[config.mk]
export PLATFORM = sky130hd
export DESIGN_NAME = branch_resolver
export DESIGN_NICKNAME = d
export VERILOG_FILES = /design/src/rtl/branch_resolver_pkg.sv /design/src/rtl/sat_counter.sv /design/src/rtl/branch_resolver.sv
export SDC_FILE = /design/constraint.sdc
export NUM_CORES = 1
export LEC_CHECK = 0
export CORE_MARGIN = 2
export CORE_UTILIZATION = 45
export DETAILED_ROUTE_END_ITERATION = 10
export GPL_ROUTABILITY_DRIVEN = 0
export MAX_ROUTING_LAYER = met4
export PLACE_DENSITY = 0.75
export RECOVER_POWER = 25
export SETUP_SLACK_MARGIN = 0.5
export SYNTH_ARGS = -nofsm -noshare
export SYNTH_HDL_FRONTEND = slang
export SYNTH_SLANG_ARGS = --single-unit
export TNS_END_PERCENT = 5
[constraint.sdc]
create_clock -name CLK -period 2.2 [get_ports CLK]
set_clock_uncertainty 0.1 [all_clocks]
set_input_delay 0.33 -clock CLK [delete_from_list [all_inputs] [get_ports CLK]]
set_output_delay 0.33 -clock CLK [all_outputs]
set_load 0.01 [all_outputs]
[src/rtl/branch_resolver_pkg.sv]
// Shared types for the branch resolver: the per-stage prediction slot and the
// widths that must agree with the 2-bit predictor table.
package branch_resolver_pkg;

    localparam int PKG_PC_W  = 32;
    localparam int PKG_IDX_W = 2;

    typedef struct packed {
        logic                 valid;
        logic [PKG_IDX_W-1:0] prindex;
        logic                 pred_taken;
        logic [PKG_PC_W-1:0]  pcplus4;
    } pred_slot_t;

endpackage

[src/rtl/sat_counter.sv]
// Saturating up-counter: increments on en, sticks at all-ones.
module sat_counter #(
    parameter int W = 16
) (
    input  logic         CLK,
    input  logic         nRST,
    input  logic         en,
    output logic [W-1:0] count
);

    logic [W-1:0] count_q, count_d;

    always_comb begin
        count_d = count_q;
        if (en && (count_q != {W{1'b1}}))
            count_d = count_q + {{(W-1){1'b0}}, 1'b1};
    end

    always_ff @(posedge CLK or negedge nRST) begin
        if (!nRST) count_q <= '0;
        else       count_q <= count_d;
    end

    assign count = count_q;

endmodule

[src/rtl/branch_resolver.sv]
// Carries IF-stage predictions through ID/EX/MEM, resolves BEQ/BNE in MEM,
// trains the predictor, redirects fetch on mispredict and keeps statistics.
module branch_resolver
    import branch_resolver_pkg::*;
#(
    parameter int PC_W    = PKG_PC_W,
    parameter int IDX_W   = PKG_IDX_W,
    parameter int COUNT_W = 16
) (
    input  logic               CLK,
    input  logic               nRST,
    input  logic               pipe_en,
    input  logic               if_valid,
    input  logic [IDX_W-1:0]   if_prindex,
    input  logic               if_pred_taken,
    input  logic [PC_W-1:0]    if_pcplus4,
    input  logic               mem_is_branch,
    input  logic               mem_taken,
    input  logic [PC_W-1:0]    mem_target,
    output logic               mm_update_en,
    output logic [IDX_W-1:0]   mm_prindex,
    output logic               mm_taken,
    output logic               flush,
    output logic [PC_W-1:0]    redirect_pc,
    output logic [COUNT_W-1:0] branch_count,
    output logic [COUNT_W-1:0] mispred_count
);

    pred_slot_t id_q, ex_q, mem_q;
    pred_slot_t id_d, ex_d, mem_d;
    logic       res, mispred;

    always_comb begin
        res     = pipe_en & mem_q.valid & mem_is_branch;
        mispred = res & (mem_q.pred_taken != mem_taken);

        id_d  = id_q;
        ex_d  = ex_q;
        mem_d = mem_q;
        if (pipe_en) begin
            if (mispred) begin
                // Wrong-path squash takes priority; the IF instruction is dropped too.
                id_d.valid  = 1'b0;
                ex_d.valid  = 1'b0;
                mem_d.valid = 1'b0;
            end else begin
                id_d.valid      = if_valid;
                id_d.prindex    = if_prindex;
                id_d.pred_taken = if_pred_taken;
                id_d.pcplus4    = if_pcplus4;
                ex_d            = id_q;
                mem_d           = ex_q;
            end
        end
    end

    always_ff @(posedge CLK or negedge nRST) begin
        if (!nRST) begin
            id_q  <= '0;
            ex_q  <= '0;
            mem_q <= '0;
        end else begin
            id_q  <= id_d;
            ex_q  <= ex_d;
            mem_q <= mem_d;
        end
    end

    // Update payload is zeroed outside an update so idle outputs stay quiet.
    assign mm_update_en = res;
    assign mm_prindex   = res ? mem_q.prindex : '0;
    assign mm_taken     = res & mem_taken;
    assign flush        = mispred;
    assign redirect_pc  = mispred ? (mem_taken ? mem_target : mem_q.pcplus4) : '0;

    sat_counter #(.W(COUNT_W)) u_branch_cnt (
        .CLK   (CLK),
        .nRST  (nRST),
        .en    (res),
        .count (branch_count)
    );

    sat_counter #(.W(COUNT_W)) u_mispred_cnt (
        .CLK   (CLK),
        .nRST  (nRST),
        .en    (mispred),
        .count (mispred_count)
    );

endmodule
==> reports/results.ini, run 1 <==
[placed_design]
dpl.hpwl_mm = 8.60
port_buffers = 141

[yosys]
yosys-top-cells-area = dfrtp_1 57%, mux2_2 20%, mux2i_1 5.3%, xor2_1 3.3%, nor2_1 2.4%
seq_area_frac_synth = 0.575
synth_nets = 531
ys_ff_latch = 140
syn_inst = 456
synth_edf_count = 0
yosysTopAreaCellShare = 0.575
synth_largest_area_cell = dfrtp_1
synth_ff_type = dfrtp_1
post_synth.cell_area_avg_um2 = 13.4
ys_top_cells_by_count = 140 x dfrtp_1, 106 x mux2_2, 39 x nor2_1
netlist_area_mm2 = 0.00609
ys_types = 35
synth.most_common_cell = dfrtp_1
yosysWarnings = 0
postSynth.asyncResetShare = 1.00

[die]
die_h_um = 120
rows = 42
ios = 142
start_util = 0.460
core_area_mm2 = 0.0132
die_w_um = 120
die_area_mm2 = 0.0145

[finish]
seqCellArea_mm2 = 0.00352
multi_input_area_mm2 = 0.00274
syn_to_final_growth_pct = 45.8
fillers = 952
drive_gt1_frac = 0.424
final_nets = 701
antenna_cells = 0

[timing]
tns_ns = 0
slew_violations = 0
finalHoldViolations = 0
rsz0062_at_grt = true
fin_crit_sh = 0.992
worstMarginPinSlew_ns = 1.45
whs_ns = 0.396
fmax_mhz = 458
max_slew_margin = 0.0348
post-route-min-period_ns = 2.18
setup_viol = 0

[worst_setup_path]
cp_top_family = simple AND/OR/NAND/NOR gates
worstSetupEndpointType = flop
critPathMaxStageDelay_ns = 0.44
crit_buf_inv = 6
crit_chain = xor2_2 -> buf_4 -> buf_6 -> buf_6 -> buf_6 -> buf_6 -> buf_6 -> or3b_4 -> nor3_2 -> xnor2_1
path_class = reg -> reg
required_ns = 2.44
critPathSlowestCell = or3b_4
critPathMostFrequentCell = buf_6
crit_arrival_ns = 2.42
start_kind = flop
cp_max_fo = 6

[clock_network]
insertion_delay_ns = 0.42
cts_buffer_depth = 2
tritoncts = built
htreeDepth = 4
cts_buffers = 17
cts_root_buf = clkbuf_16
clk_pin_slew_ns = 0.06
clock_sinks = 140

[routing]
route.detailed.drc = 0
vias_per_cell = 5.13
wl_mm = 13.4
avgRoutedWirePerCell_um = 16.4
ant_nets = 0
first_iter_violations = 167
vias = 4185
drt-pass1-iter-count = 4

[global_routing]
grt_util_all_layers = 0.195
gr-total-overflow = 0
grt_pass1_wl_mm = 21.6
grt_pass1_vias = 4447
grt_max_degree = 58
antenna_found_initial = 0

[worst_hold_path]
hold_class = reg -> reg

[run]
maxCapViolCount = 0

[pwr]
ir_worst_vdd_uv = 532
p_leak_nw = 4.35
powerDensity_mw_per_mm2 = 872

[outcome]
status = complete, no violations

power breakdown:
part           total (mW)  internal [mW]  switching (mW)
clock                3.11           2.06            1.05
sequential           3.35           3.04           0.315
combinational        1.28          0.806           0.472
sequential cells by signal, summed over array words and instances (netlist names):
signal,flops
u_branch_cnt.count,16
id_q,36
mem_q,36
ex_q,36
u_mispred_cnt.count,16
cell usage in the layout (no fill, tap or decap), types with 2 or more instances in the layout:
master             n
clkbuf_16         17
bufinv_16          5
clkinv_2           4
nand2_1           11
dfrtp_2           11
xor2_1            23
o21ai_1            3
nor2_2            10
and3_1             3
or2_2              2
buf_12             7
mux2_2           106
inv_1              5
clkbuf_2          10
dlymetal6s2s_1    29
nand3_1           12
buf_2             18
dlygate4sd2_1      2
buf_6             15
xnor2_1            2
nor4b_2            2
nor3_4             5
nor3_2             4
a31oi_1            3
and2_4             3
dfrtp_1          129
clkbuf_8           2
clkdlybuf4s50_1   71
nand4_1            7
o21ai_0            3
mux2i_1           32
buf_4             13
and4_1             2
nor2_1            26
nor2_4             3
nor3b_2            2
clkinvlp_4         3
nor4_4             8
clkdlybuf4s15_2    6
final cells by class:
cell class / count / share of cell area
Inverter: 6 / 0.00282
Clock buffer: 20 / 0.0514
Timing Repair Buffer: 173 / 0.195
Clock inverter: 12 / 0.0217
Tap cell: 176 / 0.0248
Multi-Input combinational cell: 288 / 0.309
Sequential cell: 140 / 0.396
kinds of logic (layout without fill, tap and decap cells):
family	count (synthesis)	in the layout	share of synthesized area
xor gates and xnor gates	26	26	0.0386
buffers and inverters	28	211	0.0232
muxes	139	139	0.250
AOI/OAI and AO/OA	12	12	0.0115
DFF	140	140	0.575
and+or+nand+nor	109	109	0.0973
adders and majority gates	2	2	0.00411
metal layers:
layer  track usage  routed length, µm  vias up
li1              -                  -     1945
met1         0.233               5550     2081
met2         0.321               6850      138
met3        0.0472                741       21
met4        0.0778                229        0
met5             -                  0        -
path summary, 6_finish.rpt:
check	startpoint	endpoint	slack (ns)	depth (start not counted)
worst max register to register	mem_q[32]$_DFFE_PN0P_	u_mispred_cnt.count[10]$_DFFE_PN0P_	0.02	10
min in group asynchronous	nRST	u_branch_cnt.count[6]$_DFFE_PN0P_	0.70	2
worst min-delay path	ex_q[5]$_DFFE_PN0P_	mem_q[5]$_DFFE_PN0P_	0.40	1
worst max-delay path	mem_q[32]$_DFFE_PN0P_	u_mispred_cnt.count[10]$_DFFE_PN0P_	0.02	10
worst min register to register	ex_q[5]$_DFFE_PN0P_	mem_q[5]$_DFFE_PN0P_	0.40	1
max in group asynchronous	nRST	id_q[12]$_DFFE_PN0P_	0.30	3
worst register-to-register path, stage by stage (launching register included):
cell,delay [ns]
dfrtp_1,0.40
xor2_2,0.20
buf_4,0.14
buf_6,0.08
buf_6,0.08
buf_6,0.09
buf_6,0.09
buf_6,0.09
or3b_4,0.44
nor3_2,0.25
xnor2_1,0.15
stage by stage:
stage	setup WS (ns)	std cells	area, µm²	power, mW	utilization
finish	0.0171	815	8880	7.74	0.671
global route	-0.0912	815	8880	8.12	0.671
CTS	0.0935	814	8680	7.75	0.656
detailed placement	-0.240	771	7890	4.55	0.595
global placement	-0.200	771	7890	4.47	0.595
floorplan	0.356	456	6120	3.96	-
repair_timing:
action,4_1_cts,5_1_grt
hold endpoints to repair,55,0
hold buffers,1,0
gates resized for setup,92,156
pin swaps,6,41
setup buffers,10,1
endpoints found under the setup margin,200,202
Power figures use the tool's default switching activity.
==> inputs of run 2 (changes only) <==
--- a/config.mk
+++ b/config.mk
@@ -5,6 +5,7 @@
 export SDC_FILE = /design/constraint.sdc
 export NUM_CORES = 1
 export LEC_CHECK = 0
+export CAP_MARGIN = 20
 export CORE_MARGIN = 2
 export CORE_UTILIZATION = 45
 export DETAILED_ROUTE_END_ITERATION = 10
==> results of run 2 <==
Final layout, timing and power as in run 1 (identical DEF).
==> variant (settings of run 1) <==
The parameter `COUNT_W` goes from 16 to 32.
--- a/src/rtl/branch_resolver.sv
+++ b/src/rtl/branch_resolver.sv
@@ -5,7 +5,7 @@
 #(
     parameter int PC_W    = PKG_PC_W,
     parameter int IDX_W   = PKG_IDX_W,
-    parameter int COUNT_W = 16
+    parameter int COUNT_W = 32
 ) (
     input  logic               CLK,
     input  logic               nRST,
Interface: changed (resized branch_count and mispred_count); port bits go from 142 to 174. The function was not compared with the original's and may differ.
==> variant against run 1 <==
Area after synthesis increased by 27%. Cell area increased by 25%. Routed wire length increased by 32%. First-iteration DRC count increased by 46%. Critical path depth decreased by 5. Sequential cell count increased by 32. Setup slack improved by 0.093 ns. Register-to-register slack improved by 0.17 ns. Total power increased by 3.4%. Core utilization decreased by 0.47 points. Sequential power increased by 17%. Critical path type is now reg2out. Largest power group unchanged.
==> variant: results (changes against run 1) <==
drt_iter0_markers: 243  # was 167
synth_compound_area_share_pct: 1.31  # was 1.15%
grt_pass1_vias: 5511  # was 4,447
fillers: 1216  # was 952
yosysSeqAreaShare_pct: 55.6  # was 57.5%
arrival_ns: 1.66  # was 2.42 ns
p_leak_uw: 0.00586  # was 0.00435 uW
hold_slack_ns: 0.360  # was 0.396 ns
grt_max_degree: 57  # was 58
r2r_slack_ns: 0.19  # was 0.02 ns
clock_latency_ns: 0.42  # about the same
comb_power_share_pct: 15.7  # was 16.5%
vias_per_cell: 5.23  # was 5.13
synthXorXnorAreaFrac_pct: 6.88  # was 3.86%
slowest_stage: "dfrtp_1"  # was or3b_4
status: "complete, no violations"  # unchanged
wirelength_met1_mm: 7.43  # was 5.55 mm
synth_area_leaders: "dfrtp_1, mux2_2, xnor2_1"  # was dfrtp_1, mux2_2, mux2i_1
min_to: "mem_q[35]$_DFFE_PN0P_"  # was mem_q[5]$_DFFE_PN0P_
dp_hpwl_mm: 12.1  # was 8.60 mm
r2r-end: "u_mispred_cnt.count[30]$_DFFE_PN0P_"  # was u_mispred_cnt.count[10]$_DFFE_PN0P_
muxShareOfSynthArea_pct: 19.8  # was 25.0%
pre_cts_ws_ns: -0.285  # was -0.240 ns
mappedNetlistNets: 674  # was 531
met2_length_mm: 9.03  # was 6.85 mm
grt_pass1_wl_mm: 28.1  # was 21.6 mm
portBuffers: 173  # was 141
p_clk_uw: 2840  # was 3110 uW
drive_gt1_share_pct: 40.8  # was 42.4%
grtUsageTotal_pct: 20.0  # was 19.5%
synth_cell_types: 37  # was 35
whs_path_depth: 3  # was 1
finish.net_count: 880  # was 701
synthAdderAreaFrac_pct: 0.323  # was 0.411%
vdd_ir_drop_max_mv: 0.517  # was 0.532 mV
hp-start: "pipe_en"  # was ex_q[5]$_DFFE_PN0P_
met3_length_um: 940  # was 741 um
p_int_uw: 5890  # was 5910 uW
grt.met1_usage_pct: 25.2  # was 23.3%
r2r-start: "u_mispred_cnt.count[1]$_DFFE_PN0P_"  # was mem_q[32]$_DFFE_PN0P_
grtUsageMet2_pct: 32.3  # was 32.1%
synth_commonest_cells: "dfrtp_1, mux2_2, xnor2_1"  # was dfrtp_1, mux2_2, nor2_1
cpPeakStageDelay_ns: 0.41  # was 0.44 ns
hp-class: "in2reg"  # was reg2reg
finalWirelength_mm: 17.6  # was 13.4 mm
worst_slew_pin_slew_ns: 1.25  # was 1.45 ns
critPathMaxFanout: 33  # was 6
use_met3_pct: 5.42  # was 4.72%
-- variant: layout make-up --
| cell class | count | area share [%] |
|---|---|---|
| timing repair buffer | 214 | 20.2 |
| sequential | 172 | 39.0 |
| clock inverter | 14 | 1.20 |
| tap | 220 | 2.47 |
| clock buffer | 17 | 3.82 |
| multi-input combinational | 396 | 33.1 |
| inverter | 4 | 0.135 |
-- variant: how the worst max path moves through the flow --
| stage | cells after the start | slack (ns) | from | end |
|---|---|---|---|---|
| floorplan | 6 | 0.29 | u_mispred_cnt.count[0]$_DFFE_PN0P_ | u_mispred_cnt.count[30]$_DFFE_PN0P_ |
| global placement | 6 | -0.25 | pipe_en | redirect_pc[23] |
| detailed placement | 9 | -0.28 | pipe_en | u_mispred_cnt.count[30]$_DFFE_PN0P_ |
| CTS | 5 | 0.09 | mem_q[32]$_DFFE_PN0P_ | flush |
| global route | 5 | 0.01 | mem_q[32]$_DFFE_PN0P_ | redirect_pc[21] |
| finish | 5 | 0.11 | mem_q[32]$_DFFE_PN0P_ | redirect_pc[12] |
-- variant: what timing repair did --
| action | 4_1_cts | 5_1_grt |
|---|---|---|
| pin swaps | 2 | 105 |
| hold buffers | 1 | 0 |
| gates cloned | 0 | 1 |
| hold endpoints to repair | 46 | 0 |
| gates resized for setup | 82 | 258 |
| setup buffers | 1 | 8 |
| endpoints found under the setup margin | 267 | 270 |
-- variant: stage by stage --
stage	std cells	total power (uW)	area (um^2)
2_1_floorplan	599	4530	7780
3_3_place_gp	995	5040	9920
3_5_place_dp	995	5120	9920
4_1_cts	1028	7980	10500
5_1_grt	1037	8410	11100
6_report	1037	8010	11100
-- variant: worst max-delay path, delay by kind of cell, from the launching register on --
kind	cells	cell delay (ns)
AND/OR/NAND/NOR	2	0.21
XOR/XNOR	1	0.20
flip-flops	1	0.41
buffers and inverters	2	0.40
